<file path="config.mk">
export PLATFORM = sky130hd
export DESIGN_NAME = ahb_cmd_master
export DESIGN_NICKNAME = d
export VERILOG_FILES = /design/src/rtl/ahb_cmd_master.sv
export SDC_FILE = /design/constraint.sdc
export NUM_CORES = 1
export LEC_CHECK = 0
export ABC_AREA = 0
export BUFFER_PORTS_ARGS = -buffer_cell sky130_fd_sc_hd__buf_2
export CAP_MARGIN = 5
export CORE_MARGIN = 2
export CORE_UTILIZATION = 50
export CTS_BUF_LIST = sky130_fd_sc_hd__clkbuf_8
export CTS_CLUSTER_SIZE = 10
export DETAILED_ROUTE_END_ITERATION = 7
export GPL_TIMING_DRIVEN = 1
export HOLD_SLACK_MARGIN = 0.02
export PLACE_DENSITY = 0.76
export SLEW_MARGIN = 20
export SYNTH_ARGS = -nofsm -noshare
export SYNTH_HDL_FRONTEND = slang
export SYNTH_SLANG_ARGS = --single-unit
export TNS_END_PERCENT = 20
</file>
<file path="constraint.sdc">
create_clock -name hclk -period 5.1 [get_ports hclk]
set_input_delay 0.51 -clock hclk [delete_from_list [all_inputs] [get_ports hclk]]
set_output_delay 0.51 -clock hclk [all_outputs]
set_load 0.05 [all_outputs]
</file>
<file path="src/rtl/ahb_cmd_master.sv">
// ahb_cmd_master
//   AHB-Lite master fed by a valid/ready command stream. Commands are queued in
//   a small registered FIFO, then issued as single NONSEQ transfers through an
//   address-phase register and a data-phase register. Read data is returned on
//   a one-cycle rsp_valid pulse, in command order.
//
// Ports
//   hclk, hresetn            clock, async active-low reset
//   cmd_valid/ready          command handshake (ready = FIFO not full)
//   cmd_addr/write/wdata     command payload (wdata ignored for reads)
//   rsp_valid/rsp_rdata      read response pulse / data
//   busy                     FIFO non-empty or any phase register occupied
//   hselx/haddr/hwrite/htrans/hwdata   AHB master outputs
//   hready/hrdata            AHB slave inputs
module ahb_cmd_master #(
  parameter int addrWidth = 8,
  parameter int dataWidth = 32,
  parameter int cmdDepth  = 4
) (
  input  logic                 hclk,
  input  logic                 hresetn,
  input  logic                 cmd_valid,
  output logic                 cmd_ready,
  input  logic [addrWidth-1:0] cmd_addr,
  input  logic                 cmd_write,
  input  logic [dataWidth-1:0] cmd_wdata,
  output logic                 rsp_valid,
  output logic [dataWidth-1:0] rsp_rdata,
  output logic                 busy,
  output logic                 hselx,
  output logic [addrWidth-1:0] haddr,
  output logic                 hwrite,
  output logic [1:0]           htrans,
  output logic [dataWidth-1:0] hwdata,
  input  logic                 hready,
  input  logic [dataWidth-1:0] hrdata
);

  localparam int PW = $clog2(cmdDepth);

  typedef struct packed {
    logic [addrWidth-1:0] addr;
    logic                 write;
    logic [dataWidth-1:0] wdata;
  } cmd_t;

  // FIFO storage: no reset needed, validity is tracked by cnt_q
  cmd_t fifo_q [cmdDepth];

  logic [PW-1:0]        wr_ptr_q, wr_ptr_d, rd_ptr_q, rd_ptr_d;
  logic [PW:0]          cnt_q, cnt_d;
  logic                 ap_vld_q, ap_vld_d;
  cmd_t                 ap_q, ap_d;
  logic                 dp_vld_q, dp_vld_d;
  logic                 dp_write_q, dp_write_d;
  logic [dataWidth-1:0] dp_wdata_q, dp_wdata_d;
  logic                 rsp_valid_q, rsp_valid_d;
  logic [dataWidth-1:0] rsp_rdata_q, rsp_rdata_d;

  logic empty, full, push, pop, hazard;
  cmd_t head;

  always_comb begin
    empty  = (cnt_q == '0);
    full   = (cnt_q == (PW+1)'(cmdDepth));
    head   = fifo_q[rd_ptr_q];
    push   = cmd_valid && !full;
    // A read must not be sampled by the slave in the same edge that completes
    // a preceding write's data phase; one IDLE slot lets the write land first.
    hazard = ap_vld_q && ap_q.write && !head.write;
    pop    = hready && !empty && !hazard;

    wr_ptr_d    = wr_ptr_q + PW'(push);
    rd_ptr_d    = rd_ptr_q + PW'(pop);
    cnt_d       = cnt_q + (PW+1)'(push) - (PW+1)'(pop);
    ap_vld_d    = ap_vld_q;
    ap_d        = ap_q;
    dp_vld_d    = dp_vld_q;
    dp_write_d  = dp_write_q;
    dp_wdata_d  = dp_wdata_q;
    rsp_valid_d = 1'b0;
    rsp_rdata_d = rsp_rdata_q;

    if (hready) begin
      dp_vld_d   = ap_vld_q;
      dp_write_d = ap_q.write;
      dp_wdata_d = ap_q.wdata;
      ap_vld_d   = pop;
      // ap_q keeps the last issued command while IDLE so haddr/hwrite hold
      if (pop) ap_d = head;
      if (dp_vld_q && !dp_write_q) begin
        rsp_valid_d = 1'b1;
        rsp_rdata_d = hrdata;
      end
    end
  end

  always_ff @(posedge hclk) begin
    if (push) fifo_q[wr_ptr_q] <= '{addr: cmd_addr, write: cmd_write, wdata: cmd_wdata};
  end

  always_ff @(posedge hclk or negedge hresetn) begin
    if (!hresetn) begin
      wr_ptr_q    <= '0;
      rd_ptr_q    <= '0;
      cnt_q       <= '0;
      ap_vld_q    <= 1'b0;
      ap_q        <= '0;
      dp_vld_q    <= 1'b0;
      dp_write_q  <= 1'b0;
      dp_wdata_q  <= '0;
      rsp_valid_q <= 1'b0;
      rsp_rdata_q <= '0;
    end else begin
      wr_ptr_q    <= wr_ptr_d;
      rd_ptr_q    <= rd_ptr_d;
      cnt_q       <= cnt_d;
      ap_vld_q    <= ap_vld_d;
      ap_q        <= ap_d;
      dp_vld_q    <= dp_vld_d;
      dp_write_q  <= dp_write_d;
      dp_wdata_q  <= dp_wdata_d;
      rsp_valid_q <= rsp_valid_d;
      rsp_rdata_q <= rsp_rdata_d;
    end
  end

  assign cmd_ready = !full;
  assign busy      = !empty || ap_vld_q || dp_vld_q;
  assign hselx     = ap_vld_q;
  assign htrans    = ap_vld_q ? 2'b10 : 2'b00;
  assign haddr     = ap_q.addr;
  assign hwrite    = ap_q.write;
  assign hwdata    = (dp_vld_q && dp_write_q) ? dp_wdata_q : '0;
  assign rsp_valid = rsp_valid_q;
  assign rsp_rdata = rsp_rdata_q;

endmodule

</file>
* After elaboration in Yosys (flattened, before gate mapping)
Memory sizes are Yosys's and may differ from the RTL's.
Index checks and enable logic that the tools add are counted.
** Operators by class
- Reduce and logical (&&, ||, !) cells :: 17
- $add $sub $neg :: 4
- Eq/ne operators :: 1
- Muxes and demuxes :: 6
** Operator list (count)
- 32-bit 2-to-1 mux :: 1
- 1-bit logical AND :: 7
- 1-bit zero test :: 5
- 2-bit by 1-bit adder with 2-bit output :: 2
- 1-bit 2-to-1 mux :: 4
- 2-bit AND reduction :: 2
- 3-bit by 1-bit adder with 3-bit output :: 1
- 3-bit == test, second input constant :: 1
- 3-bit zero test :: 1
- 3-bit by 1-bit subtractor with 3-bit output :: 1
- 1-bit logical OR :: 2
- 2-bit 2-to-1 mux :: 1
** Word-level totals
- Memories :: 1
- Bits of input ports :: 77
- Word-level logic and storage cells :: 41
- Bits in writable memories :: 164
- Bits in registers :: 116
- Output and inout port bits :: 79
** Memories
- fifo_q :: words 4, width 41, read ports 1, clocked after Yosys merged registers in 0, wr ports 1, line 48 : cmd_t fifo_q [cmdDepth];

* Longest topological paths before layout
Gate-level depths: netlist (run 1).
An unclocked memory read counts as a cell.
- Depth in word-level cells :: 6
- Depth in mapped cells :: 9
- Gate-level depth less buffers :: 8

* Least setup slack after synthesis (run 1)
OpenSTA, ideal clock, no wires.
- Kind :: register to register
- Start point :: reg cnt_q[2]
- End point :: mem fifo_q[1][0] in the netlist's numbering (enable)
- Clock period less this slack :: 4.550 ns
- Path buffers :: 0
- Required time :: 4.601 ns
- Path slack :: 0.550 ns
- Arrival time :: 4.051 ns
- Stages on the path, launching flop included :: 4
- Setup time :: 0.499 ns
- Path through :: dfrtp_1 -> or3b_2 -> nand2_1 -> nor3b_1
** Between the ends
- Word-level cells in the longest chain between the ends :: 5
** RTL lines
- start, declared :: line 51 : logic [PW:0] cnt_q, cnt_d;
- start signal, assigned :: line 117 : cnt_q <= cnt_d;
- 3-bit == test :: line 65 : full = (cnt_q == (PW+1)'(cmdDepth));
- 1-bit zero test
- net cmd_ready :: line 23 : output logic cmd_ready,
- 1-bit logical AND :: line 67 : push = cmd_valid && !full;
- 1-bit 2-to-1 mux :: line 99 : if (push) fifo_q[wr_ptr_q] <= '{addr: cmd_addr, write: cmd_write, wdata: cmd_wdata};
- 1-bit 2-to-1 mux (not written as such) :: line 99
- end, declared :: line 48
The timed path passes the listed nets, and every way through them passes these cells.

* Final worst setup path (run 1)
- Start point :: reg rd_ptr_q[0]
- End point :: reg cnt_q[2]
** Between the ends
- Word-level cells in the longest chain between the ends :: 6
** RTL lines
- start, declared :: line 50 : logic [PW-1:0] wr_ptr_q, wr_ptr_d, rd_ptr_q, rd_ptr_d;
- start signal, assigned :: line 116 : rd_ptr_q <= rd_ptr_d;
- memory 4 x 41 bit
- 1-bit zero test :: line 70 : hazard = ap_vld_q && ap_q.write && !head.write;
- 1-bit logical AND :: line 70
- 1-bit zero test :: line 71 : pop = hready && !empty && !hazard;
- 1-bit logical AND :: line 71
- 3-bit by 1-bit subtractor with 3-bit output :: line 75 : cnt_d = cnt_q + (PW+1)'(push) - (PW+1)'(pop);
- net cnt_d[2] :: line 51
The timed path passes the listed nets, and every way through them passes these cells.
A chain may end at the register's enable or synchronous reset.

==> out/qor.txt, run 1 <==
status - complete, no violations
Synth Instances - 535
cell mode on critical path - xnor2_1
I/O pin count - 156
total power - 8.43 mW
drt total wl - 19.6 mm
per-cell routed wire length - 19.3 um
Reg power frac - 43.8%
Crit Path Class - reg2reg
hold buffer count at CTS - 0
synth warn - 0
Placed Instances - 938
vias per inst - 5.29
Reg clk slew, reported paths - 0.06 ns
CTS tree - built
Finished Layout Cells - 1020
Hold Fails Final Rpt - 0
Slew HR - 32.0%
top post-synthesis cells by count - edfxtp_1 (164), dfrtp_1 (116), mux2_2 (96)
min setup slack post-route - 2.23 ns
Setup-failing EPs final - 0
post-synth top area share - 46.2%
initial DRC count - 284
f_max - 349 MHz
dpl ws - 2.19 ns
Buffers on Ports - 154
clock power share - 21.0%
Net Sw Power - 3.15 mW
Initial Util - 50.9%
RSZ-0062 raised after global routing - no
TNS Setup - 0 ns
hold crit path type - in2async
hpwl dp - 12.3 mm
min Tclk post-route - 2.87 ns
RD Place Congestion - 0.750
root buffer cell - clkbuf_8
leading area contributor after synthesis - edfxtp_1
top cells by area, synth - edfxtp_1 (46%), dfrtp_1 (27%), mux2_2 (10%)
#FFs+latches synth - 280
postcts setup bufs - 0
Worst Tran Pin Value - 1.02 ns
Site Rows - 53
Post-synth EDFFs - 164
Die Y - 150 um
Max clock buf depth - 3
CP Capture Type - flop
Pint - 5.28 mW
post_cts resized - 0
CP Buf/Inv Count - 1
GRT Resource Usage Total - 18.0%
core area - 21000 sq um
fill cell count - 1568
most frequent cell after synthesis - edfxtp_1
Pins Over Slew Limit - 0
critical path arrival - 3.32 ns
stages on the worst setup path - 7
Sw Ratio - 37.4%
Post-synth ARST share - 41.4%
CP cell instances - nand3_1, o221ai_4, buf_4, nand2b_1, fa_1, xnor2_1, xnor2_1
drt drc - 0
worst hold slack - 0.0411 ns
Vias - 5396
synthesized area - 10700 sq um
Pleak - 5.06 nW
Max Cap Viol - 0
initial antenna violation count - 4
worst-path maximum fanout - 45
NumNets Final - 789
number of global-route vias before repair - 5738
Yosys cell types - 34
die area - 22500 sq um
htree depth - 2
first-pass GRT wire length - 30.6 mm
CP Launch Type - flop
largest net degree at the start of global routing - 89
clk_lat worst skew - 0.54 ns
syn nets - 615
syn_area_per_cell - 19.9 sq um
Main synth FF type - edfxtp_1
Max VDD drop - 567 uV
Area Overhead vs Synth - 17.5%
GR Overflow Total - 0
Antenna Nets Post-Route - 0
DRT Pass-1 Iters - 4
Final Skew - 0.0116 ns
PwrDens - 673 nW/um^2
CTS sink count - 280
Die Span X - 150 um
register area share after synthesis - 73.4%
Slowest cell on crit path - dfrtp_4
final period utilization - 56.2%
R2R cell count - 7
Slowest Stage Delay on Critical Path - 1.02 ns
Worst Path Required - 5.55 ns
delay-heaviest family, CP - flip-flops
CTS Buf Count - 44
Comb pwr share - 35.2%
share of post-route cells with drive strength above 1 - 50.5%
==> stage by stage <==
step	instance area, sq um	util, %
4_1_cts	12500	59.7
3_3_place_gp	11700	55.7
3_5_place_dp	11700	55.7
5_1_grt	12500	59.7
2_1_floorplan	10700	-
6_report	12500	59.8
==> sequential cells by signal (all words and copies together), names as in the netlist, 2 cells and up <==
name,count
ap_q,32
wr_ptr_q,2
haddr,8
dp_wdata_q,32
rd_ptr_q,2
rsp_rdata,32
cnt_q,3
fifo_q,164
==> final timing paths <==
check	slack (ns)	from	to
worst min register to register	0.49	ap_q[2]	ap_q[2]
min in group hclk	0.18	cmd_wdata[15]	fifo_q[3][15]
max in group asynchronous	4.12	hresetn	dp_vld_q
worst max register to register	2.23	rd_ptr_q[0]	cnt_q[2]
worst min-delay path	0.04	hresetn	rsp_rdata[8]
worst max-delay path	2.23	rd_ptr_q[0]	cnt_q[2]
==> layout make-up <==
| type | instances | area (sq um) | share of cell area, % |
|---|---|---|---|
| diodes | 2 | 5.00 | 0.0400 |
| well taps | 275 | 344 | 2.75 |
| clock inverters | 30 | 160 | 1.28 |
| repair buffers | 165 | 860 | 6.86 |
| clock buffers | 50 | 688 | 5.49 |
| inverters | 4 | 15.0 | 0.120 |
| flip-flops and latches | 280 | 7830 | 62.5 |
| multi-input cells | 214 | 2620 | 20.9 |
==> power by group through the flow <==
stage	clock [mW]	combinational, mW	sequential [mW]
finish	1.77	2.97	3.69
global route	1.95	3.15	3.80
CTS	1.83	3.01	3.70
detailed placement	0	3.00	3.74
global placement	0	2.93	3.68
floorplan	0	2.07	3.95
==> layout by cell type (no fill, tap or decap), types with 8 or more instances in the layout <==
| master | n |
|---|---|
| clkbuf_8 | 50 |
| and3_1 | 32 |
| mux4_2 | 40 |
| inv_1 | 18 |
| mux2_1 | 10 |
| clkinv_2 | 8 |
| mux2_2 | 96 |
| dfrtp_1 | 113 |
| buf_4 | 11 |
| edfxtp_1 | 164 |
| buf_2 | 153 |
==> per-layer routing <==
layer | part of all wire, % | wire length (um) | global-route usage [%] | vias up
met5 | 0.11 | 21 | 0 | -
met1 | 41 | 8150 | 22.6 | 2732
li1 | - | - | - | 2420
met3 | 7.4 | 1450 | 5.15 | 38
met2 | 49 | 9610 | 30.1 | 202
met4 | 2.1 | 422 | 6.04 | 4
==> cells by family (layout without fill, tap and decap cells) <==
kind of cell	Yosys count	after routing	synth area share (%)
other	1	3	0.0352
adders and majority gates	3	3	0.423
and+or+nand+nor	46	46	2.64
buffers and inverters	41	249	2.18
DFF	280	280	73.4
xor gates and xnor gates	5	5	0.411
AOI/OAI and AO/OA	10	10	0.845
muxes	149	149	20.0
Power figures use the tool's default switching activity.
==> run 2, diff against run 1 <==
--- a/config.mk
+++ b/config.mk
@@ -15,7 +15,7 @@
 export DETAILED_ROUTE_END_ITERATION = 7
 export GPL_TIMING_DRIVEN = 1
 export HOLD_SLACK_MARGIN = 0.02
-export PLACE_DENSITY = 0.76
+export PLACE_DENSITY = 0.79
 export SLEW_MARGIN = 20
 export SYNTH_ARGS = -nofsm -noshare
 export SYNTH_HDL_FRONTEND = slang
==> constraint.sdc (replaced) <==
create_clock -name hclk -period 2.5 [get_ports hclk]
set_input_delay 0.25 -clock hclk [delete_from_list [all_inputs] [get_ports hclk]]
set_output_delay 0.25 -clock hclk [all_outputs]
set_load 0.05 [all_outputs]
==> run 2 against run 1 <==
Via count grew 6.2%. Global-route usage grew 1.2 points. Total power up 110%. Non-clock buffer count grew 83. Routed wire length increased by 8.4%. Register-to-register slack worse by 1.9 ns. Combinational power increased by 120%. Highest routed layer is now met4.
==> out/qor.txt, run 2 (same netlist as run 1, synthesis figures left out) <==
status - complete, no violations
Vias - 5730 (+6.2%)
core area - 21000 sq um (unchanged)
per-cell routed wire length - 19.3 um (+0.19%)
Crit Path Class - reg2out
min setup slack post-route - 0.294 ns (-1.94 ns)
fin util - 63.8% (+4.0 points)
final period utilization - 88.2%
R2R cell count - 8 (+1)
Sw Ratio - 37.3% (-0.073 points)
first-pass GRT wire length - 32.6 mm (+6.8%)
drt total wl - 21.3 mm (+8.4%)
Final Skew - 0.0202 ns (+0.00868 ns)
CTS sink count - 280 (unchanged)
largest net degree at the start of global routing - 65 (-27%)
initial antenna violation count - 0 (-4)
Pleak - 5.46 nW (+8.0%)
share of post-route cells with drive strength above 1 - 45.7% (-4.8 points)
Final Cell Area - 13400 sq um (+6.8%)
hold crit path type - in2reg
root buffer cell - clkbuf_8
fill cell count - 1453 (-7.3%)
commonest non-fill, non-tap cell in the layout - edfxtp_1
register area - 7830 sq um (about the same)
hold path endpoint - wr_ptr_q[0]
dpl ws - 0.241 ns (-1.95 ns)
Setup-failing EPs final - 0 (unchanged)
Slew HR - 54.3% (+22 points)
initial DRC count - 330 (+16%)
Antenna Nets Post-Route - 0 (unchanged)
R2R Setup Slk - 0.35 ns (-1.88 ns)
Slowest Stage Delay on Critical Path - 0.58 ns (-0.44 ns)
RD Place Congestion - 0.747 (-0.49%)
Worst Tran Pin Value - 0.685 ns (-0.335 ns)
Pins Over Slew Limit - 0 (unchanged)
RR Endpoint - cnt_q[2]
n_diodes - 0 (-2)
critical path arrival - 1.96 ns (-1.36 ns)
CP Launch Type - flop
Pint - 11.0 mW (+110%)
CP cell instances - buf_4, and3_1, buf_2
Reg-to-Reg Start - cnt_q[1]
Net Sw Power - 6.53 mW (+110%)
Max VDD drop - 1010 uV (+79%)
vias per inst - 5.19 (-1.9%)
Reg power frac - 41.2% (-2.6 points)
multi-input logic area - 2640 sq um (+0.91%)
Site Rows - 53 (unchanged)
hold path cells - 4
hold path start - cmd_valid
hpwl dp - 12.9 mm (+5.0%)
Area Overhead vs Synth - 25.4%
clk_lat worst skew - 0.54 ns (about the same)
I/O pin count - 156 (unchanged)
flip-flop count of the largest register after layout - 164 (unchanged)
CTS Buf Count - 45 (+2.3%)
worst-path maximum fanout - 24 (-47%)
PwrDens - 1310 nW/um^2 (+94%)
Initial Util - 50.9% (unchanged)
Worst Path Required - 2.25 ns (-3.30 ns)
Slowest cell on crit path - dfrtp_1
Die Y - 150 um (unchanged)
most frequent cells in the layout - edfxtp_1 (164), buf_2 (153), dfrtp_1 (114)
worst hold slack - 0.119 ns (+0.0782 ns)
Reg clk slew, reported paths - 0.06 ns (about the same)
clock power share - 20.7% (-0.3 points)
Comb pwr share - 38.2% (+3.0 points)
htree depth - 2 (unchanged)
number of global-route vias before repair - 6250 (+8.9%)
NumNets Final - 873 (+11%)
Die Span X - 150 um (unchanged)
Max Cap Viol - 0 (unchanged)
placed cell areas - 11800 sq um (+0.89%)
TNS Setup - 0 ns (unchanged)
Largest Register - fifo_q
RSZ-0062 raised after global routing - no
die area - 22500 sq um (unchanged)
GRT Resource Usage Total - 19.2% (+1.2 points)
drt drc - 0 (unchanged)
Buffers on Ports - 154 (unchanged)
Max clock buf depth - 3 (unchanged)
CTS tree - built
DRT Pass-1 Iters - 4 (unchanged)
Hold Fails Final Rpt - 0 (unchanged)
GR Overflow Total - 0 (unchanged)
f_max - 453 MHz
CP Capture Type - output pin
min Tclk post-route - 2.21 ns
## run 2: worst max-delay path by stage
stage	from	cells after the start	slack (ns)	to
final	dp_write_q	3	0.29	hwdata[4]
after global routing	cnt_q[1]	8	0.20	cnt_q[2]
after CTS	cnt_q[2]	4	0.23	fifo_q[3][24]
after detailed placement	cnt_q[2]	4	0.24	fifo_q[3][3]
after global placement	cnt_q[2]	4	0.31	fifo_q[3][6]
after floorplan	cnt_q[2]	3	0.04	fifo_q[1][0]
## run 2: critical path: cells and delay by family, from the launching register on
| kind | cells | cell delay [ns] |
|---|---|---|
| flip-flops | 1 | 0.58 |
| buffers and inverters | 2 | 0.61 |
| AND/OR/NAND/NOR | 1 | 0.22 |
## run 2: layout make-up
class,instances,share of cell area [%]
well taps,275,2.57
flip-flops and latches,280,58.6
repair buffers,248,12.5
clock buffers,54,5.56
inverters,4,0.112
clock inverters,29,0.880
multi-input cells,214,19.8
## run 2: timing repair
item,CTS,global route
setup buffers,0,0
endpoints found under the hold margin,235,0
hold buffers,74,0
resized for setup,0,0
## run 2: power groups by stage
stage / clock network (mW) / logic, mW / registers [mW]
CTS: 3.71 / 6.76 / 7.21
global route: 3.96 / 7.09 / 7.35
detailed placement: 0 / 6.65 / 7.29
global placement: 0 / 6.48 / 7.15
finish: 3.61 / 6.67 / 7.20
floorplan: 0 / 4.26 / 8.05
## run 2: per-layer routing
metal	global-route usage (%)	vias to the layer above	share of wire (%)
met5	0	-	0
met4	5.90	0	1.8
met3	4.91	35	6.6
met2	33.9	199	51
met1	23.2	2907	41
li1	-	2589	-
## run 2: per-stage QoR
step | std cells | power, mW
after floorplan | 535 | 12.3
after global placement | 947 | 13.6
after detailed placement | 947 | 13.9
after CTS | 1104 | 17.7
after global routing | 1104 | 18.4
final | 1104 | 17.5
